<file path="src/rtl/tx_lp_clk_fsm.sv">
// Transmit clock-lane sequencer: walks CLKDp/CLKDn through LP->HS entry,
// continuous HS clock and HS->LP exit under an hs_req level handshake.
module tx_lp_clk_fsm #(
  parameter int unsigned T_LPX         = 2,
  parameter int unsigned T_CLK_PREPARE = 4,
  parameter int unsigned T_CLK_ZERO    = 6,
  parameter int unsigned T_CLK_POST    = 4,
  parameter int unsigned T_CLK_TRAIL   = 3,
  parameter int unsigned T_HS_EXIT     = 3
) (
  input  logic       clk,
  input  logic       rst,
  input  logic       hs_req,
  output logic       hs_ack,
  output logic       hs_active,
  output logic       CLKDp,
  output logic       CLKDn,
  output logic [2:0] state_dbg
);

  localparam int unsigned CNT_W   = 8;
  localparam int unsigned STATE_W = 3;
  localparam logic [CNT_W-1:0] CNT_MAX = '1;

  typedef enum logic [STATE_W-1:0] {
    STOP     = 3'd0,
    HS_RQST  = 3'd1,
    HS_PRPR  = 3'd2,
    HS_ZERO  = 3'd3,
    HS_CLK   = 3'd4,
    HS_POST  = 3'd5,
    HS_TRAIL = 3'd6,
    HS_EXIT  = 3'd7
  } state_t;

  state_t           state;
  state_t           state_nxt;
  logic [CNT_W-1:0] cnt;
  logic [CNT_W-1:0] cnt_nxt;
  logic             tgl;
  logic             tgl_nxt;

  // A timed state has run its full dwell on the cycle where cnt == len-1.
  function automatic logic dwell_done(input logic [CNT_W-1:0] c, input int unsigned len);
    return c == CNT_W'(len - 1);
  endfunction

  // Lane levels {CLKDp, CLKDn} for a given state and toggle phase.
  function automatic logic [1:0] lane_level(input state_t s, input logic t);
    logic [1:0] lv;
    lv = 2'b11;
    unique case (s)
      STOP, HS_EXIT:     lv = 2'b11;
      HS_RQST:           lv = 2'b01;
      HS_PRPR:           lv = 2'b00;
      HS_ZERO, HS_TRAIL: lv = 2'b01;
      HS_CLK, HS_POST:   lv = {t, ~t};
      default:           lv = 2'b11;
    endcase
    return lv;
  endfunction

  // Next-state, dwell counter and toggle update.
  always_comb begin
    state_nxt = state;
    unique case (state)
      STOP:     if (hs_req)                           state_nxt = HS_RQST;
      HS_RQST:  if (dwell_done(cnt, T_LPX))           state_nxt = HS_PRPR;
      HS_PRPR:  if (dwell_done(cnt, T_CLK_PREPARE))   state_nxt = HS_ZERO;
      HS_ZERO:  if (dwell_done(cnt, T_CLK_ZERO))      state_nxt = HS_CLK;
      HS_CLK:   if (!hs_req)                          state_nxt = HS_POST;
      HS_POST:  if (dwell_done(cnt, T_CLK_POST))      state_nxt = HS_TRAIL;
      HS_TRAIL: if (dwell_done(cnt, T_CLK_TRAIL))     state_nxt = HS_EXIT;
      HS_EXIT:  if (dwell_done(cnt, T_HS_EXIT))       state_nxt = STOP;
      default:                                        state_nxt = STOP;
    endcase

    if (state_nxt != state) begin
      cnt_nxt = '0;
    end else if (cnt != CNT_MAX) begin
      cnt_nxt = cnt + CNT_W'(1);
    end else begin
      cnt_nxt = cnt;
    end

    // Toggle runs through HS_CLK into HS_POST and is parked at 0 elsewhere.
    tgl_nxt = 1'b0;
    if ((state == HS_CLK || state == HS_POST) && state_nxt != HS_TRAIL) begin
      tgl_nxt = ~tgl;
    end
  end

  // Outputs are registered from the next state so they always match state/tgl.
  always_ff @(posedge clk or posedge rst) begin
    if (rst) begin
      state     <= STOP;
      cnt       <= '0;
      tgl       <= 1'b0;
      CLKDp     <= 1'b1;
      CLKDn     <= 1'b1;
      hs_ack    <= 1'b0;
      hs_active <= 1'b0;
      state_dbg <= STATE_W'(STOP);
    end else begin
      state          <= state_nxt;
      cnt            <= cnt_nxt;
      tgl            <= tgl_nxt;
      {CLKDp, CLKDn} <= lane_level(state_nxt, tgl_nxt);
      hs_ack         <= (state_nxt == HS_CLK);
      hs_active      <= (state_nxt != STOP) && (state_nxt != HS_EXIT);
      state_dbg      <= STATE_W'(state_nxt);
    end
  end

endmodule
</file>
<file path="config.mk">
export PLATFORM = sky130hd
export DESIGN_NAME = tx_lp_clk_fsm
export DESIGN_NICKNAME = d
export VERILOG_FILES = /design/src/rtl/tx_lp_clk_fsm.sv
export SDC_FILE = /design/constraint.sdc
export NUM_CORES = 1
export LEC_CHECK = 0
export ABC_CLOCK_PERIOD_IN_PS = 2750
export CORE_MARGIN = 3
export CORE_UTILIZATION = 45
export DETAILED_ROUTE_END_ITERATION = 8
export PLACE_DENSITY = 0.65
export SKIP_LAST_GASP = 1
export SLEW_MARGIN = 5
export SYNTH_ARGS = -nofsm -noshare
export SYNTH_HDL_FRONTEND = slang
export SYNTH_SLANG_ARGS = --single-unit
export TNS_END_PERCENT = 50
</file>
<file path="constraint.sdc">
create_clock -name clk -period 2.75 [get_ports clk]
set_input_delay 0.4125 -clock clk [delete_from_list [all_inputs] [get_ports clk]]
set_output_delay 0.4125 -clock clk [all_outputs]
set_load 0.005 [all_outputs]
</file>
======== After elaboration in Yosys (flattened, before gate mapping) ========
Cells that the tools add are included.
word-level totals
  logic and storage cells ................. 55
  input port bits ......................... 3
  register bits ........................... 16
  output and inout port bits .............. 7
operators by class
  $add $sub $neg .......................... 1
  equality and inequality tests ........... 22
  muxes and demuxes ....................... 13
  bitwise logic cells ..................... 2
  reduce and logical (&&, ||, !) cells .... 10
operators by type and width
  operator                                                         number
  3-bit == test, second input constant                             8
  3-bit 2-to-1 mux                                                 8
  3-bit case mux with 8 select lines                               1
  8-bit by 2-bit == test with 1-bit output, second input constant  2
  8-bit 2-to-1 mux                                                 2
  3-bit by 2-bit == test with 1-bit output, second input constant  4
  8-bit by 1-bit adder with 8-bit output, second input constant    1
  8-bit by 1-bit == test with 1-bit output, second input constant  1
  8-bit by 3-bit == test with 1-bit output, second input constant  1
  8-bit != test, second input constant                             1
  2-bit case mux with 4 select lines                               1
  3-bit by 1-bit == test with 1-bit output, second input constant  2
  3-bit zero test                                                  2
  3-bit != test, second input constant                             2
  2-bit OR reduction                                               2
  3-bit != test                                                    1
  3-bit nonzero test                                               1
  3-bit OR reduction                                               1
  1-bit logical AND                                                2
  1-bit NOT                                                        2
  2-bit nonzero test                                               1
  1-bit logical OR                                                 1
  1-bit 2-to-1 mux                                                 1

======== Depth between registers and ports, before layout ========
  depth in word-level cells ............... 8
  depth in mapped cells ................... 7
  gate-level depth less buffers ........... 7

======== Worst setup path before layout ========
No wires, ideal clock.
  path type ............................... reg2reg
  from .................................... reg cnt[0]
  to ...................................... reg cnt[0]
  stages on the path, launching flop included .. 7
  data required time ...................... 2.611 ns
  setup time .............................. 0.139 ns
  arrival ................................. 1.800 ns
  path buffers ............................ 0
  path slack .............................. 0.811 ns
  clock period less this slack ............ 1.939 ns
  cells stage by stage .................... dfrtp_1 > ha_1 > mux2_4 > a221oi_4 > a31oi_2 > a211oi_4 > nor3_1
between the ends
  word-level cells in the longest chain between the ends .. 5
  elaborated cells between the ends (all ways) .. 17
  classes of those cells .................. add/sub: 1; eq/ne: 6; mux: 9; reduce/logical: 1
ends and longest elaborated chain
  item                                                              line  RTL
  start, declared                                                   38    logic [CNT_W-1:0] cnt;
  start signal, assigned                                            106   cnt <= cnt_nxt;
  8-bit by 2-bit == test with 1-bit output (tied with other cells)  45    return c == CNT_W'(len - 1);
  3-bit 2-to-1 mux (tied with other cells)                          74    HS_EXIT: if (dwell_done(cnt, T_HS_EXIT)) state_nxt = STOP;
  3-bit case mux with 8 select lines                                66    unique case (state)
  3-bit != test                                                     78    if (state_nxt != state) begin
  8-bit 2-to-1 mux or 2-bit nonzero test (tied branches)            n/a
Several ways; a longest one is shown, not always the timed one. The select of a mux whose other input is x is not followed.
A chain may end at the register's enable or synchronous reset.

======== Worst setup path in the final report ========
  from .................................... reg cnt[0]
  to ...................................... reg cnt[6]
The elaborated chain is that of the path after synthesis.

==> flow_summary_export.csv <==
group,metric,value,unit
outcome,status,"finished, final reports clean",
timing,tightest_slew,0.5888,ns
final_layout,stdcell_area,1157,sq um
global_routing,grt_max_degree,17,
routing,via_per_inst,5.699,
global_routing,grt_pass1_wl,3429,um
final_layout,fin_nets,116,
timing,slew_headroom,0.6070,
final_layout,n_antenna_cell,0,
run,cap_violations,0,
routing,drc,0,
logic_synthesis,synth_edf_count,0,
placement,gp_congestion,0.8324,
pwr,powerDensity,979.9,nW/um^2
floorplan,die_h,53.81,um
logic_synthesis,ys_warn_count,0,
global_routing,grt_util_all_layers,0.1665,
floorplan,fp.coreArea,2062,sq um
min_path,hold_path_class,"primary input to asynchronous set/reset pin",
clock_network,clockRootBuffer,"clkbuf_4",
worst_setup_path,endpoint_kind,"flop",
routing,vias,775,
timing,fin_crit,2.161,ns
routing,totalWireLength,1969,um
placement,placed_cell_area,1121,sq um
placement,hpwl,1415,um
clock_network,clk_latency,0.29,ns
routing,dr.pass1.iters,4,
clock_network,cts.sinks,16,
global_routing,overflow,0,
clock_network,cts_resized,0,
timing,grt_setup_unrepaired,"false",
floorplan,std_cell_rows,16,
placement,port_buffers,9,
timing,timing.final.crit_share,0.7858,
logic_synthesis,syn_inst,101,
global_routing,antenna_found_initial,0,
clock_network,cts_buffer_depth,2,
floorplan,die_w,53.81,um
floorplan,ioPinCount,10,
logic_synthesis,ys_ff_latch,16,
logic_synthesis,async_flop_share,1.000,
timing,tns,0,ns
logic_synthesis,syn-mean-instance-area,10.18,sq um
routing,drtAntennaViolNets,0,
timing,hold_violations,0,
logic_synthesis,syn_area,1028,sq um
logic_synthesis,synth_ff_type,"dfrtp_1",
worst_setup_path,crit_type,"flop to flop",
final_layout,drive_gt1_frac,0.1651,
routing,first_iter_violations,26,
logic_synthesis,ys_seq_area_frac,0.3917,
clock_network,postCtsSetupBuffers,0,
floorplan,die_area,2895,sq um
clock_network,tritoncts,"done",
timing,holdWs,0.4785,ns
worst_setup_path,reg2reg_slack,0.59,ns
pwr,ir_drop,496.0,uV
final_layout,fill_cells,179,
floorplan,initial_core_util,0.4988,
routing,avgRoutedWirePerCell,14.48,um
worst_setup_path,worstPathArrival,2.32,ns
worst_setup_path,cp_max_fo,8,
clock_network,htree_levels,1,
clock_network,path_clk_slew,0.09,ns
clock_network,cts-hold-fix-buffers,0,
logic_synthesis,yosys.cell_types.count,44,
timing,slew_viol_final,0,
global_routing,grt_pass1_vias,751,
worst_setup_path,cp-start-kind,"flop",
timing,setup_viol,0,
worst_setup_path,cp.required,2.91,ns
logic_synthesis,syn_nets,107,
timing,skew,0.001106,ns
final_layout,areaGrowthSynthToFinish,12.53,%
timing,fmax,462.8,MHz
clock_network,cts_inserted_buffers,3,
pwr,p_leak,0.4914,nW
pwr,p_total,1.134,mW
[cells by family (layout without fill, tap and decap cells)]
logic type	Yosys count	count (layout)	synth area share
buf+inv	13	21	0.05960
compound gates	21	21	0.1971
flops	16	16	0.3917
fa+ha+maj	3	3	0.03650
simple gates	41	41	0.2433
mux	5	5	0.05474
xor+xnor	2	2	0.01703
[critical path: stages (launching register included)]
cell and delay [ns]:
dfrtp_1 0.46, ha_1 0.31, mux2_4 0.31, a221oi_4 0.32, a31oi_2 0.08, a211oi_4 0.45
nor3_1 0.11
[cell type report]
class,instances,area (sq um),share of cell area
clock buffer,4,36.28,0.03135
inverter,8,30.03,0.02595
multi-input combinational,72,564.3,0.4876
sequential,16,402.9,0.3481
timing repair buffer,9,90.09,0.07784
tap,27,33.78,0.02919
[worst paths after layout]
check,from,end,cells after the start
min reg2reg,tgl,tgl,2
max reg2reg,cnt[0],cnt[6],6
min,rst,hs_ack,2
max,cnt[0],cnt[6],6
min in group clk,tgl,tgl,2
max in group asynchronous,rst,cnt[6],2
[registers in the layout, summed over array words and instances, names as in the netlist]
name       count
CLKDp          1
hs_active      1
cnt            8
state          3
CLKDn          1
hs_ack         1
tgl            1
[power by group]
part	internal, mW	switching [mW]
sequential	0.343	0.137
clock	0.0807	0.0759
combinational	0.253	0.244
[Yosys cell counts, drive strengths merged, types with 2 or more instances]
| cell | number | area share |
|---|---|---|
| and3 | 2 | 0.017 |
| ha | 3 | 0.037 |
| nor4 | 2 | 0.024 |
| nand2 | 7 | 0.026 |
| and4 | 2 | 0.017 |
| mux2i | 3 | 0.029 |
| dfstp | 2 | 0.051 |
| and2 | 4 | 0.024 |
| dfrtp | 14 | 0.34 |
| a211oi | 2 | 0.027 |
| nand2b | 2 | 0.012 |
| buf | 4 | 0.026 |
| nor2 | 7 | 0.026 |
| mux2 | 2 | 0.026 |
| a21oi | 3 | 0.015 |
| a311oi | 2 | 0.023 |
| nor2b | 2 | 0.015 |
| nand3 | 3 | 0.015 |
| inv | 8 | 0.029 |
| a41oi | 4 | 0.034 |
| a31oi | 3 | 0.024 |
| nor3 | 6 | 0.034 |
[routing by layer]
layer  part of all wire  wire, um  track usage
met5                  0         0            0
met4              0.014        27      0.06383
met3              0.043        85      0.04986
met2               0.48       940       0.2601
met1               0.46       915       0.2145
[layout by cell type (no fill, tap or decap), drive strengths merged, types with 4 or more instances in the layout]
| cell | n |
|---|---|
| inv | 8 |
| nor2 | 7 |
| clkdlybuf4s50 | 9 |
| nor3 | 6 |
| a41oi | 4 |
| and2 | 4 |
| nand2 | 7 |
| clkbuf | 4 |
| dfrtp | 14 |
[stage by stage]
step                setup slack, ns  instances    util
floorplan                    0.8114        101       -
global placement             0.5941        132  0.5437
detailed placement           0.5728        132  0.5437
CTS                          0.5629        136  0.5613
global route                 0.4532        136  0.5613
finish                       0.5891        136  0.5613
Power figures use the tool's default switching activity.
